### src/rtl/pid_channel_scheduler_pkg.sv
// Shared types and constants for the PID channel scheduler.
// Word width, zero word and FSM state encoding.
package pid_channel_scheduler_pkg;

  localparam int W = 64;
  localparam logic [W-1:0] ZERO = 64'h0;

  typedef enum logic [1:0] {
    IDLE,
    ISSUE,
    DRAIN,
    DONE
  } state_t;

endpackage

### src/rtl/pid_channel_scheduler_tag.sv
// Tag line: DEPTH-deep {valid, ch} shift register.
// Tracks which channel each datapath result belongs to.
module pid_tag_pipe
  import pid_channel_scheduler_pkg::*;
#(
  parameter int DEPTH = 24,
  parameter int CW    = 2
) (
  input  logic          clk,
  input  logic          rst,
  input  logic          flush,
  input  logic          in_vld,
  input  logic [CW-1:0] in_ch,
  output logic          out_vld,
  output logic [CW-1:0] out_ch
);

  logic [DEPTH-1:0]         vld;
  logic [DEPTH-1:0][CW-1:0] ch;

  // shift one stage per cycle, flush drops every in-flight tag
  always_ff @(posedge clk or negedge rst) begin
    if (!rst) begin
      vld <= '0;
      ch  <= '0;
    end else if (flush) begin
      vld <= '0;
      ch  <= '0;
    end else begin
      vld[0] <= in_vld;
      ch[0]  <= in_ch;
      for (int i = 1; i < DEPTH; i++) begin
        vld[i] <= vld[i-1];
        ch[i]  <= ch[i-1];
      end
    end
  end

  assign out_vld = vld[DEPTH-1];
  assign out_ch  = ch[DEPTH-1];

endmodule

### src/rtl/pid_channel_scheduler.sv
// Time-multiplexes N_CH PID channels over one pipelined datapath.
// Issues each channel once per step and retires results by tag.
module pid_channel_scheduler
  import pid_channel_scheduler_pkg::*;
#(
  parameter int N_CH   = 4,
  parameter int CW     = 2,
  parameter int DP_LAT = 24
) (
  input  logic              clk,
  input  logic              rst,
  input  logic              rst_user,
  input  logic              sta,
  input  logic              control_valuation_sig,
  input  logic [N_CH*W-1:0] x_flat,
  output logic              dp_sta,
  output logic [CW-1:0]     dp_ch,
  output logic [W-1:0]      dp_x,
  output logic [W-1:0]      dp_x_prev,
  output logic [W-1:0]      dp_y_prev,
  output logic              dp_init,
  input  logic              dp_done,
  input  logic [W-1:0]      dp_y,
  output logic [N_CH*W-1:0] y_flat,
  output logic              done_sig,
  output logic              busy,
  output logic              err_overrun,
  output logic              err_sync
);

  localparam int RW = $clog2(N_CH + 1);

  state_t        state;
  logic [CW-1:0] cnt;
  logic [RW-1:0] ret;
  logic [W-1:0]  snap   [N_CH];
  logic [W-1:0]  x_prev [N_CH];
  logic [W-1:0]  y_prev [N_CH];
  logic [W-1:0]  y_reg  [N_CH];
  logic          step_init;
  logic          init_armed;
  logic          init_done;
  logic          tag_vld;
  logic [CW-1:0] tag_ch;
  logic          issuing;
  logic          retire;
  logic          last;
  logic          all_ret;

  assign issuing = (state == ISSUE);
  assign retire  = tag_vld & dp_done;
  assign last    = (cnt == CW'(N_CH - 1));
  assign all_ret = (ret == RW'(N_CH)) ||
                   (retire && ret == RW'(N_CH - 1));

  assign dp_sta    = issuing;
  assign dp_ch     = issuing ? cnt : '0;
  assign dp_x      = issuing ? snap[cnt] : ZERO;
  assign dp_x_prev = issuing ? x_prev[cnt] : ZERO;
  assign dp_y_prev = issuing ? y_prev[cnt] : ZERO;
  assign dp_init   = issuing & step_init;
  assign done_sig  = (state == DONE);
  assign busy      = issuing | (state == DRAIN);

  for (genvar k = 0; k < N_CH; k++) begin : g_y
    assign y_flat[k*W +: W] = y_reg[k];
  end

  pid_tag_pipe #(
    .DEPTH (DP_LAT),
    .CW    (CW)
  ) u_tag (
    .clk     (clk),
    .rst     (rst),
    .flush   (rst_user),
    .in_vld  (issuing),
    .in_ch   (cnt),
    .out_vld (tag_vld),
    .out_ch  (tag_ch)
  );

  // step FSM, channel register file, init mode and error flags
  always_ff @(posedge clk or negedge rst) begin
    if (!rst) begin
      state       <= IDLE;
      cnt         <= '0;
      ret         <= '0;
      step_init   <= 1'b0;
      init_armed  <= 1'b0;
      init_done   <= 1'b0;
      err_overrun <= 1'b0;
      err_sync    <= 1'b0;
      for (int k = 0; k < N_CH; k++) begin
        snap[k]   <= ZERO;
        x_prev[k] <= ZERO;
        y_prev[k] <= ZERO;
        y_reg[k]  <= ZERO;
      end
    end else if (rst_user) begin
      state      <= IDLE;
      cnt        <= '0;
      ret        <= '0;
      step_init  <= 1'b0;
      init_armed <= 1'b0;
      init_done  <= 1'b0;
      for (int k = 0; k < N_CH; k++) begin
        x_prev[k] <= ZERO;
        y_prev[k] <= ZERO;
        y_reg[k]  <= ZERO;
      end
    end else begin
      if (control_valuation_sig && !init_done)
        init_armed <= 1'b1;
      if (sta && busy)
        err_overrun <= 1'b1;
      if (tag_vld != dp_done)
        err_sync <= 1'b1;
      if (retire) begin
        y_reg[tag_ch]  <= dp_y;
        y_prev[tag_ch] <= dp_y;
        ret            <= ret + RW'(1);
      end
      unique case (state)
        IDLE: begin
          if (sta) begin
            state     <= ISSUE;
            cnt       <= '0;
            ret       <= '0;
            step_init <= init_armed;
            for (int k = 0; k < N_CH; k++)
              snap[k] <= x_flat[k*W +: W];
          end
        end
        ISSUE: begin
          x_prev[cnt] <= snap[cnt];
          cnt         <= cnt + CW'(1);
          if (last)
            state <= DRAIN;
        end
        DRAIN: begin
          if (all_ret)
            state <= DONE;
        end
        DONE: begin
          state     <= IDLE;
          step_init <= 1'b0;
          if (step_init) begin
            init_done  <= 1'b1;
            init_armed <= 1'b0;
          end
        end
        default: state <= IDLE;
      endcase
    end
  end

endmodule

### config.mk
export PLATFORM = sky130hd
export DESIGN_NAME = pid_channel_scheduler
export DESIGN_NICKNAME = d
export VERILOG_FILES = /design/src/rtl/pid_channel_scheduler_pkg.sv /design/src/rtl/pid_channel_scheduler_tag.sv /design/src/rtl/pid_channel_scheduler.sv
export SDC_FILE = /design/constraint.sdc
export NUM_CORES = 1
export LEC_CHECK = 0
export BUFFER_PORTS_ARGS = -buffer_cell sky130_fd_sc_hd__buf_2
export CAP_MARGIN = 25
export CORE_AREA = 2 2 302 304
export CTS_BUF_LIST = sky130_fd_sc_hd__clkbuf_16
export CTS_CLUSTER_DIAMETER = 50
export DETAILED_ROUTE_END_ITERATION = 8
export DIE_AREA = 0 0 304 306
export PLACE_DENSITY_LB_ADDON = 0.08
export SYNTH_ARGS = -nofsm -noshare
export SYNTH_HDL_FRONTEND = slang
export SYNTH_SLANG_ARGS = --single-unit
### constraint.sdc
create_clock -name clk -period 2.21 [get_ports clk]
set_clock_uncertainty 0.2 [all_clocks]
set_input_delay 0.1105 -clock clk [delete_from_list [all_inputs] [get_ports clk]]
set_output_delay 0.1105 -clock clk [all_outputs]
set_load 0.01 [all_outputs]
==> qor.txt <==
main area contributors after synthesis: dfrtp_1, mux2_2, mux4_2
Yosys warning count: 0
Worst EP required: 1900 ps
dpl ws: 42.8 ps
Worst setup SP type: register
post-route ant nets: 0
GP Congestion: 0.851
max-cap violation count: 0
EDFF count, synth: 0
RSZ-0062 raised after global routing: yes
1st-iter DRT viols: 4147
Pre-antenna DRT Iters: 7
Post-Syn Nets: 3740
CP startpoint: cnt[1]$_DFFE_PN0P_
ys async rst share: 100%
clock buffer depth: 3
GRT overflow: 0
io pins: 782
critical path depth: 7
nets@finish: 5268
I/O Buffers: 781
first-pass GRT wire length: 224000 µm
Crit. End Element: primary output
Clk pin slew, worst setup/hold paths: 60 ps
chip height: 306 µm
Mapped Area: 39600 µm²
share of the synthesized area in the top cell type: 53.9%
fin crit period: 2740 ps
failing checks: negative setup slack
vias per cell: 5.67
layout cell share with drive strength beyond 1: 40.3%
CTS Buf Count: 112
CP max stage delay: 520 ps
CP top delay family: buffers and inverters
Routed Wire Length: 155000 µm
power per cell area: 1000 nW/µm²
maximum VDD drop: 0.769 mV
Slew @ Worst Pin: 942 ps
top cell type by total area after synthesis: dfrtp_1
Rows: 110
Setup crit end: dp_x[39]
clk_lat worst skew: 690 ps
R2R depth: 7
post-route setup slack: -528 ps
reg2reg end: x_prev[215]$_DFFE_PN0P_
R2R Setup Slk: -110 ps
Max H-tree Level: 3
DIE WIDTH: 304 µm
Area growth syn-to-layout: 50.1%
worst rel slew slack: 37.2%
initial antenna violation count: 6
Slew Limit Fails: 0
hold path start: dp_y[2]
Placeable Area: 89600 µm²
Die Area: 93000 µm²
WHS: 31.5 ps
Hold Path Class: input pin to register
clock tree from TritonCTS: done
Leak: 29.2 nW
worst-path cell chain: buf_12 > buf_16 > mux2_4 > nor2_1 > nor3_1 > buf_4 > buf_2
DRC violations left: 0
DR vias: 35200
Reg2Reg Launch Point: cnt[0]$_DFFE_PN0P_
final setup fails: 424
CP max FO: 19
FF+latch count, synth: 852
post-synthesis cell type count: 45
status: finished, violations left
critical setup path kind: register to primary output
Initial Util: 44.2%
Post-Synthesis Cells: 3402
fmax: 365 MHz
drt wl/cell: 25.0 µm
WP buf/inv: 4
# clock sinks: 852
final core occ: 66.3%
vias in the first global route: 35800
Mean Syn Cell Area: 11.6 µm²
Final Hold Viols: 0
ys flop type: dfrtp_1
largest net degree at the start of global routing: 192
CP Data Arrival Time: 2430 ps
part of the cycle the worst path needs: 124%
GRT Util Overall: 31.1%
post-DP HPWL: 88900 µm
cell at the slowest stage of the critical path: dfrtp_4
post-synthesis sequential area ratio: 53.9%
Root Driver: clkbuf_16
layout by cell type, fill, tap and decap left out, drive strengths merged, types with 12 or more instances in the layout:
master	n
nand2	519
nor3	68
clkinv	45
clkbuf	137
clkinvlp	13
dlygate4sd3	588
mux2	384
mux4	128
bufinv	16
inv	294
nor2b	71
ha	12
and2	128
nor2	141
a21oi	264
dfrtp	852
buf	1076
a222oi	256
metal layers:
metal / share of wire [%] / wire length [µm] / vias to the layer above / GRT usage, %
li1: - / - / 15200 / -
met1: 38 / 59600 / 17900 / 39.3
met2: 49 / 76400 / 1779 / 52.5
met3: 7.7 / 11900 / 364 / 5.87
met4: 4.6 / 7100 / 4 / 13.3
met5: 0.012 / 19 / - / 0
sequential cells by signal, summed over array words and instances (netlist names), 2 cells and up:
name and count:
snap 256, x_prev 256, y_prev 256, u_tag.ch 46, u_tag.vld 24, ret 3
cnt 2, state 2, u_tag.out_ch 2
final cells by class:
class,count,area (µm²)
well taps,1176,1470
repair buffers,1692,14700
fillers,6615,30200
flip-flops and latches,852,21300
diodes,5,12.5
clock buffers,112,2800
multi-input cells,2004,17000
clock inverters,100,1070
inverters,268,1020
power by group:
part | switching [mW] | internal, mW | total [mW]
logic | 10.1 | 10.2 | 20.3
registers | 1.86 | 18.6 | 20.4
clock network | 7.59 | 11.2 | 18.8
total | 19.5 | 40.0 | 59.6
cells by family (layout without fill, tap and decap cells):
group	count (synthesis)	count (layout)	synth area share, %
compound gates	533	533	10.1
other cells	0	5	0
flops	852	852	53.9
buf+inv	546	2172	6.06
simple gates	945	945	10.6
xor+xnor	1	1	0.0221
fa+ha+maj	12	12	0.379
mux	513	513	19.0
cells in the mapped netlist (2+ instances only):
cell type and n:
a211oi_1 2, a21o_1 2, a21oi_1 262, a21oi_2 2
a222oi_1 256, and2_1 128, and3_1 5, buf_1 16
buf_2 149, buf_4 7, buf_6 18, clkbuf_1 86
clkbuf_2 2, dfrtp_1 852, ha_1 12, inv_1 266
mux2_2 307, mux2_4 77, mux4_2 128, nand2_1 519
nand3_1 4, nand3b_1 2, nor2_1 140, nor2b_1 70
nor3_1 66, nor3_4 2, o21ai_0 4
tightest hold or removal path: cells and delay by family:
kind,cells,cell delay (ps)
and+or+nand+nor,1,50
buffers and inverters,2,670
AOI/OAI and AO/OA,1,50
how the worst min path moves through the flow:
stage                                          to  slack (ps)  cells after the start
after global placement    y_prev[239]$_DFFE_PN0P_        -120                      1
after floorplan                cnt[0]$_DFFE_PN0P_        -390                      0
after CTS                    snap[59]$_DFFE_PN0P_       0.009                      3
final                     y_prev[194]$_DFFE_PN0P_          30                      4
after global routing      y_prev[194]$_DFFE_PN0P_          20                      4
after detailed placement  y_prev[239]$_DFFE_PN0P_        -130                      1
what timing repair did:
item                                   4_1_cts  5_1_grt
pin swaps                                    6       47
setup buffers                               65       74
cloned                                       8       31
gates resized for setup                    241      220
hold buffers                               589        0
setup endpoints to repair                  196      440
endpoints found under the hold margin     1448        0
stage by stage:
step	total power, mW	TNS, ps	std cells	instance area (µm²)
after floorplan	29.4	0	3402	39600
after global routing	61.8	-127600	6207	59400
after detailed placement	35.3	0	5228	45800
final	59.6	-93690	6209	59400
after global placement	35.1	0	5228	45800
after CTS	56.9	-125630	6102	57300
Power figures use the tool's default switching activity.
